**src/rtl/loader_pkg.sv**
```systemverilog
// Shared definitions for the instruction loader: FSM state encoding and
// the default program-length limit.
package loader_pkg;

    localparam int DEFAULT_MAX_WORDS = 256;

    typedef enum logic [2:0] {
        IDLE,
        LEN_HI,
        LEN_LO,
        W_HI,
        W_LO,
        WRITE,
        DONE,
        ERR
    } state_t;

endpackage

```
**src/rtl/word_assembler.sv**
```systemverilog
// Joins a high byte and a following low byte into a 16-bit word.
// pair is combinational so the caller can act on it during the low-byte transfer.
module word_assembler (
    input  logic        clk,
    input  logic        reset_n,
    input  logic        clear,
    input  logic        hi_we,
    input  logic        lo_we,
    input  logic [7:0]  byte_in,
    output logic [15:0] pair,
    output logic [15:0] word
);

    logic [7:0] hi_q;

    always_ff @(posedge clk) begin
        if (!reset_n || clear) begin
            hi_q <= '0;
        end else if (hi_we) begin
            hi_q <= byte_in;
        end
    end

    // word only moves on a committed low byte, so it holds between strobes
    always_ff @(posedge clk) begin
        if (!reset_n) begin
            word <= '0;
        end else if (lo_we) begin
            word <= {hi_q, byte_in};
        end
    end

    assign pair = {hi_q, byte_in};

endmodule

```
**src/rtl/instr_loader.sv**
```systemverilog
// Serial program loader: takes a length-prefixed byte stream and writes
// 16-bit instruction words into CPU instruction memory while holding the CPU.
module instr_loader
    import loader_pkg::*;
#(
    parameter int MAX_WORDS = DEFAULT_MAX_WORDS
) (
    input  logic        clk,
    input  logic        reset_n,
    input  logic        start,
    input  logic [7:0]  byte_in,
    input  logic        byte_valid,
    output logic        byte_ready,
    output logic [15:0] instruction_in,
    output logic [15:0] load_address,
    output logic        load_instruction,
    output logic        pc_reset,
    output logic        done,
    output logic        error
);

    localparam logic [16:0] MAX_LEN = 17'(MAX_WORDS);

    state_t      state;
    state_t      state_next;
    logic [15:0] pair;
    logic [15:0] count_q;
    logic [15:0] addr_q;
    logic [15:0] addr_inc;
    logic        hi_we;
    logic        lo_we;
    logic        count_we;
    logic        addr_clr;
    logic        addr_step;

    word_assembler u_word_assembler (
        .clk     (clk),
        .reset_n (reset_n),
        .clear   (addr_clr),
        .hi_we   (hi_we),
        .lo_we   (lo_we),
        .byte_in (byte_in),
        .pair    (pair),
        .word    (instruction_in)
    );

    assign addr_inc     = addr_q + 16'd1;
    assign load_address = addr_q;

    always_ff @(posedge clk) begin
        if (!reset_n) begin
            state <= IDLE;
        end else begin
            state <= state_next;
        end
    end

    always_comb begin
        state_next       = state;
        byte_ready       = 1'b0;
        load_instruction = 1'b0;
        pc_reset         = 1'b1;
        done             = 1'b0;
        error            = 1'b0;
        hi_we            = 1'b0;
        lo_we            = 1'b0;
        count_we         = 1'b0;
        addr_clr         = 1'b0;
        addr_step        = 1'b0;
        case (state)
            IDLE: begin
                if (start) begin
                    state_next = LEN_HI;
                    addr_clr   = 1'b1;
                end
            end
            LEN_HI: begin
                byte_ready = 1'b1;
                if (byte_valid) begin
                    hi_we      = 1'b1;
                    state_next = LEN_LO;
                end
            end
            LEN_LO: begin
                byte_ready = 1'b1;
                if (byte_valid) begin
                    count_we = 1'b1;
                    // decide on the assembled length in the same cycle it arrives
                    if (pair == 16'd0) begin
                        state_next = DONE;
                    end else if ({1'b0, pair} > MAX_LEN) begin
                        state_next = ERR;
                    end else begin
                        state_next = W_HI;
                    end
                end
            end
            W_HI: begin
                byte_ready = 1'b1;
                if (byte_valid) begin
                    hi_we      = 1'b1;
                    state_next = W_LO;
                end
            end
            W_LO: begin
                byte_ready = 1'b1;
                if (byte_valid) begin
                    lo_we      = 1'b1;
                    state_next = WRITE;
                end
            end
            WRITE: begin
                load_instruction = 1'b1;
                addr_step        = 1'b1;
                state_next       = (addr_inc == count_q) ? DONE : W_HI;
            end
            DONE: begin
                pc_reset = 1'b0;
                done     = 1'b1;
                if (start) begin
                    state_next = LEN_HI;
                    addr_clr   = 1'b1;
                end
            end
            ERR: begin
                error = 1'b1;
                if (start) begin
                    state_next = LEN_HI;
                    addr_clr   = 1'b1;
                end
            end
            default: begin
                state_next = IDLE;
            end
        endcase
    end

    // count never exceeds MAX_WORDS on the write path, so addr_q cannot wrap
    always_ff @(posedge clk) begin
        if (!reset_n) begin
            count_q <= '0;
            addr_q  <= '0;
        end else begin
            if (addr_clr) begin
                addr_q <= '0;
            end else if (addr_step) begin
                addr_q <= addr_inc;
            end
            if (count_we) begin
                count_q <= pair;
            end
        end
    end

endmodule

```
**config.mk**
```make
export PLATFORM = sky130hd
export DESIGN_NAME = instr_loader
export DESIGN_NICKNAME = d
export VERILOG_FILES = /design/src/rtl/loader_pkg.sv /design/src/rtl/word_assembler.sv /design/src/rtl/instr_loader.sv
export SDC_FILE = /design/constraint.sdc
export NUM_CORES = 1
export LEC_CHECK = 0
export CAP_MARGIN = 40
export CORE_MARGIN = 10
export CORE_UTILIZATION = 55
export CTS_BUF_LIST = sky130_fd_sc_hd__clkbuf_16
export CTS_CLUSTER_DIAMETER = 80
export CTS_CLUSTER_SIZE = 25
export DETAILED_ROUTE_END_ITERATION = 16
export HOLD_SLACK_MARGIN = 0.05
export PLACE_DENSITY_LB_ADDON = 0.08
export SYNTH_ARGS = -nofsm -noshare
export SYNTH_HDL_FRONTEND = slang
export SYNTH_SLANG_ARGS = --single-unit
```
**constraint.sdc**
```tcl
create_clock -name clk -period 4.92 [get_ports clk]
set_input_delay 0.738 -clock clk [delete_from_list [all_inputs] [get_ports clk]]
set_output_delay 0.738 -clock clk [all_outputs]
set_load 0.005 [all_outputs]
```
==> results of run 1 <==
## power by group
group          leakage [uW]  internal [uW]  switching (uW)
combinational      0.000629           30.9            38.4
clock              0.000152            446             233
sequential         0.000476            485            12.2
## path summary, 6_finish.rpt
| path | startpoint | endpoint | slack [ns] | depth (start not counted) |
|---|---|---|---|---|
| worst min register to register | u_word_assembler.word[12] | u_word_assembler.word[12] | 0.46 | 2 |
| worst min-delay path | u_word_assembler.word[12] | u_word_assembler.word[12] | 0.46 | 2 |
| worst max-delay path | state[0] | load_instruction | 1.90 | 3 |
| worst max register to register | load_address[0] | state[0] | 2.19 | 7 |
## flip-flops by register name, indices dropped and copies added (netlist names)
name	count
count_q	16
load_address	16
u_word_assembler.word	16
u_word_assembler.hi_q	8
state	3
## cell type report
cell class	instances	area [sq um]	area share, %
inverters	3	11.3	0.298
multi-input cells	289	1670	44.3
well taps	70	87.6	2.32
flip-flops and latches	59	1180	31.3
clock inverters	7	101	2.69
clock buffers	9	225	5.97
repair buffers	49	495	13.1
## layer usage
metal  track usage (%)  up-vias  share of wire (%)
li1                  -     1354                  -
met1              20.3     1254                 42
met2              28.5       88                 47
met3              5.76       21                7.7
met4              10.1        0                2.6
met5                 0        -                  0
## logic make-up (layout without fill, tap and decap cells)
| family | after synthesis | count (layout) | share of synthesized area, % |
|---|---|---|---|
| flops | 59 | 59 | 39.6 |
| xor+xnor | 35 | 35 | 10.3 |
| fa+ha+maj | 1 | 1 | 0.420 |
| compound gates | 69 | 69 | 16.0 |
| buf+inv | 29 | 68 | 4.24 |
| mux | 3 | 3 | 1.09 |
| simple gates | 181 | 181 | 28.4 |
## worst max-delay path: stages (launching register included)
cell and delay (ns):
dfxtp_1 0.67, nand3b_1 0.40, clkinv_1 0.32, clkdlybuf4s50_1 0.56
## metrics by stage
| step | instances | area [sq um] | hold slack, ns | worst slack (ns) | util [%] |
|---|---|---|---|---|---|
| floorplan | 377 | 2980 | 0.455 | 2.51 | - |
| global placement | 469 | 3430 | 0.456 | 1.80 | 66.4 |
| detailed placement | 470 | 3450 | 0.456 | 2.08 | 66.6 |
| CTS | 486 | 3770 | 0.464 | 1.90 | 73.0 |
| global route | 486 | 3770 | 0.486 | 1.79 | 73.0 |
| finish | 486 | 3770 | 0.461 | 1.90 | 73.0 |
## cells in the mapped netlist (all sizes together) (3+ instances only)
master | count | area, sq um
a21boi | 32 | 240
a21oi | 12 | 60.1
and2 | 5 | 31.3
and3 | 5 | 31.3
buf | 8 | 47.5
clkbuf | 18 | 67.6
dfxtp | 59 | 1180
nand2 | 91 | 342
nand3 | 18 | 90.1
nand4 | 6 | 43.8
nor2 | 25 | 93.8
nor2b | 3 | 18.8
nor3 | 6 | 30.0
nor3b | 3 | 22.5
nor4 | 7 | 43.8
o21ai | 9 | 45.0
xnor2 | 20 | 175
xor2 | 15 | 131
==> impl_metrics.toml, run 1 <==
[floorplan]
coreArea_sq_um = 5170
num_rows = 26
dieArea_sq_um = 8760
io_pins = 49
start_util_pct = 57.6
dieHeight_microns = 93.6
die_x_microns = 93.6

[clock_tree]
clk_pin_slew_ns = 0.06
cts_buffers = 9
cts_setup_buffers = 0
cts_tree = "yes"
clock_sinks = 59
clk_latency_ns = 0.33
clockRootBuffer = "clkbuf_16"
cts.repair.resized = 0
cts_buffer_depth = 2
postCtsHoldBufs = 0
htree_levels = 3

[setup_path]
crit_fanout = 18
start_kind = "flip-flop"
arrival_ns = 2.28
cp.required_ns = 4.18
crit_type = "flip-flop to output pin"
end_kind = "output pin"

[routing]
firstDrtPassIters = 4
routed_wl_mm = 7.37
drtIter0Drc = 178
postRouteAntennaNets = 0
vias = 2717
routed_via_density = 5.59
drc = 0
routedWlPerCell_microns = 15.2

[global_route]
grt_overflow_total = 0
grt_use_total_pct = 17.8
grt_max_degree = 25
grt_pass1_wl_mm = 12.6
antenna_found_initial = 0
grt_pass1_vias = 2699

[flow_run]
cap_viol_max_count = 0

[timing]
post-route-period-util_pct = 61.4
relSlewSlack_pct = 44.8
hold_violations = 0
setup_viol_count_final = 0
clock_skew_ns = 0.00492
drv_slew = 0
rsz0062_at_grt = "false"
period_minus_slack_ns = 3.02
fmax_mhz = 331
worst_pin_slew_ns = 0.825
tns_ns = 0

[power_and_ir_drop]
p_leak_uw = 0.00126
p_per_area_nw_per_um2 = 330
peakVddDrop_v = 0.000261
power_uw = 1240

[final_layout]
areaGrowthSynthToFinish_pct = 26.7
num_antenna_cells = 0
fillers = 403
final_common_cell = "nand2_1"
mostFrequentLayoutCells = "nand2_1 (91), dfxtp_1 (59), clkdlybuf4s50_1 (48)"
drive_above_1_share_pct = 5.05
nets = 424

[yosys]
syn_area_sq_um = 2980
syn_nets = 390
synthDistinctLibCells = 48
synth.yosys.seq_area_share_pct = 39.6
synth_edf_count = 0
synthCells = 377
yosysWarnings = 0
synth_flop_cell = "dfxtp_1"
synth.ff_latch_count = 59
synthArstFlopShare_pct = 0
avgSynthCellArea_sq_um = 7.90

[placement]
gp_congestion = 0.850
portBuffers = 48
dp_hpwl_mm = 5.33

[run_status]
status = "complete, no violations"

[hold_path]
hold_path_class = "flip-flop to flip-flop"
Note: power is estimated with default switching activity, not from simulation.
==> run 2, diff against run 1 <==
--- a/config.mk
+++ b/config.mk
@@ -7,7 +7,7 @@
 export LEC_CHECK = 0
 export CAP_MARGIN = 40
 export CORE_MARGIN = 10
-export CORE_UTILIZATION = 55
+export CORE_UTILIZATION = 48
 export CTS_BUF_LIST = sky130_fd_sc_hd__clkbuf_16
 export CTS_CLUSTER_DIAMETER = 80
 export CTS_CLUSTER_SIZE = 25
==> constraint.sdc (replaced) <==
create_clock -name clk -period 2.6 [get_ports clk]
set_input_delay 0.39 -clock clk [delete_from_list [all_inputs] [get_ports clk]]
set_output_delay 0.39 -clock clk [all_outputs]
set_load 0.005 [all_outputs]
==> impl_metrics.toml, run 2 (synthesis results as in run 1) <==
[routing]
routedWlPerCell_microns = 14.7
vias = 2676
drtIter0Drc = 47
routed_wl_mm = 7.37
firstDrtPassIters = 4
routed_via_density = 5.33
postRouteAntennaNets = 0
drc = 0

[timing]
tns_ns = 0
setup_viol_count_final = 0
post-route-period-util_pct = 95.5
drv_slew = 0
period_minus_slack_ns = 2.48
relSlewSlack_pct = 59.2
clock_skew_ns = 0.00547
worst_pin_slew_ns = 0.611
hold_violations = 0
fmax_mhz = 403

[power_and_ir_drop]
switchingPower_uw = 526
seq_power_share_pct = 43.2
clkPwrFrac_pct = 49.9
switching_share_pct = 24.4
peakVddDrop_v = 0.000476
pwr-share-comb_pct = 7.0
power.internal_uw = 1630
p_per_area_nw_per_um2 = 566
p_leak_uw = 0.00128

[final_layout]
areaGrowthSynthToFinish_pct = 27.9
nets = 435
multi_input_area_sq_um = 1670
drive_above_1_share_pct = 7.96
ff_latch_area_sq_um = 1180
mostFrequentLayoutCells = "nand2_1 (91), dfxtp_1 (57), clkdlybuf4s50_1 (48)"
final_core_util_pct = 63.6
final_common_cell = "nand2_1"
fillers = 521
num_antenna_cells = 0

[clock_tree]
cts_tree = "yes"
clockRootBuffer = "clkbuf_16"
cts_buffers = 9
postCtsHoldBufs = 0
clk_pin_slew_ns = 0.06
clock_sinks = 59
cts_buffer_depth = 2
htree_levels = 3
clk_latency_ns = 0.32

[setup_path]
cp.required_ns = 2.80
crit_cells = 7
r2r_cells = 7
r2r_slack_ns = 0.12
crit_fanout = 10
regToRegEndpoint = "state[0]"
start_kind = "flip-flop"
crit_family = "simple AND/OR/NAND/NOR gates"
arrival_ns = 2.69
cp_cell_sequence = "ha_2 > and4b_1 > o22ai_1 > a211oi_1 > nand4_1 > or4_1 > o41a_1"
crit_type = "flip-flop to flip-flop"
slowest_delay_ns = 0.54
cp_num_buf_inv = 0
end_kind = "flip-flop"
r2r-start = "load_address[1]"
crit_path_top_delay_cell = "or4_1"

[floorplan]
io_pins = 49
die_x_microns = 98.8
dieArea_sq_um = 9760
start_util_pct = 49.7
dieHeight_microns = 98.8
coreArea_sq_um = 5990
num_rows = 28

[flow_run]
cap_viol_max_count = 0

[global_route]
grt_use_total_pct = 15.3
antenna_found_initial = 0
grt_max_degree = 20
grt_pass1_wl_mm = 12.5
grt_overflow_total = 0
grt_pass1_vias = 2680

[placement]
dp_hpwl_mm = 5.45
portBuffers = 48
gp_congestion = 0.889

[hold_path]
whs_endpoint = "u_word_assembler.word[5]"
hold_depth = 2
hold_path_class = "flip-flop to flip-flop"
min_from = "u_word_assembler.word[5]"

[run_status]
status = "complete, no violations"
==> run 2: cell count changes in the layout (fill, tap and decap cells not counted) <==
cell / delta
clkinv_4: -1
clkinvlp_4: +1
buf_8: -1
dfxtp_2: +2
buf_4: +12
clkinv_1: +1
dfxtp_1: -2
ha_1: -1
inv_6: +1
ha_2: +1
bufinv_16: -2
==> run 2: worst max-delay path by stage <==
stage,start,end,slack [ns]
2_1_floorplan,load_address[0],state[0],0.19
3_3_place_gp,load_address[2],state[0],0.22
3_5_place_dp,load_address[1],state[0],0.14
4_1_cts,load_address[1],state[0],0.13
5_1_grt,load_address[0],state[2],-0.004
6_report,load_address[1],state[0],0.12
==> run 2: stage by stage <==
stage / power [uW] / hold WS (ns) / std cells / area, sq um / setup slack (ns)
6_report: 2160 / 0.462 / 502 / 3810 / 0.116
5_1_grt: 2240 / 0.479 / 502 / 3810 / -0.00395
4_1_cts: 2180 / 0.464 / 502 / 3810 / 0.128
3_5_place_dp: 1100 / 0.456 / 486 / 3530 / 0.139
3_3_place_gp: 1100 / 0.450 / 486 / 3530 / 0.220
2_1_floorplan: 1030 / 0.455 / 377 / 2980 / 0.193
==> run 2: per-layer routing <==
layer	vias to the layer above	wire [microns]	GRT usage, %
li1	1381	-	-
met1	1227	3430	18.1
met2	57	3330	24.0
met3	11	497	7.26
met4	0	101	4.74
met5	-	0	0
==> run 2: layout make-up <==
cell class	count	area share, %
multi-input cells	289	43.9
clock buffers	9	5.91
well taps	75	2.46
clock inverters	7	1.38
repair buffers	60	15.0
flip-flops and latches	59	31.1
inverters	3	0.295
==> run 2: power by group through the flow <==
stage                     registers [uW]  logic [uW]  clock network [uW]
after floorplan                      944        89.9                   0
after global placement               950         150                   0
after detailed placement             950         151                   0
after CTS                            930         151                1100
after global routing                 932         167                1140
final                                931         151                1080
==> run 2: worst register-to-register path, stage by stage, from the launching register on <==
cell and delay (ns):
dfxtp_1 0.34, ha_2 0.28, and4b_1 0.22, o22ai_1 0.09
a211oi_1 0.36, nand4_1 0.12, or4_1 0.54, o41a_1 0.41
==> run 2: repair_timing <==
action,CTS,global route
gates resized for setup,0,3
setup buffers,0,0
endpoints found under the setup margin,0,2
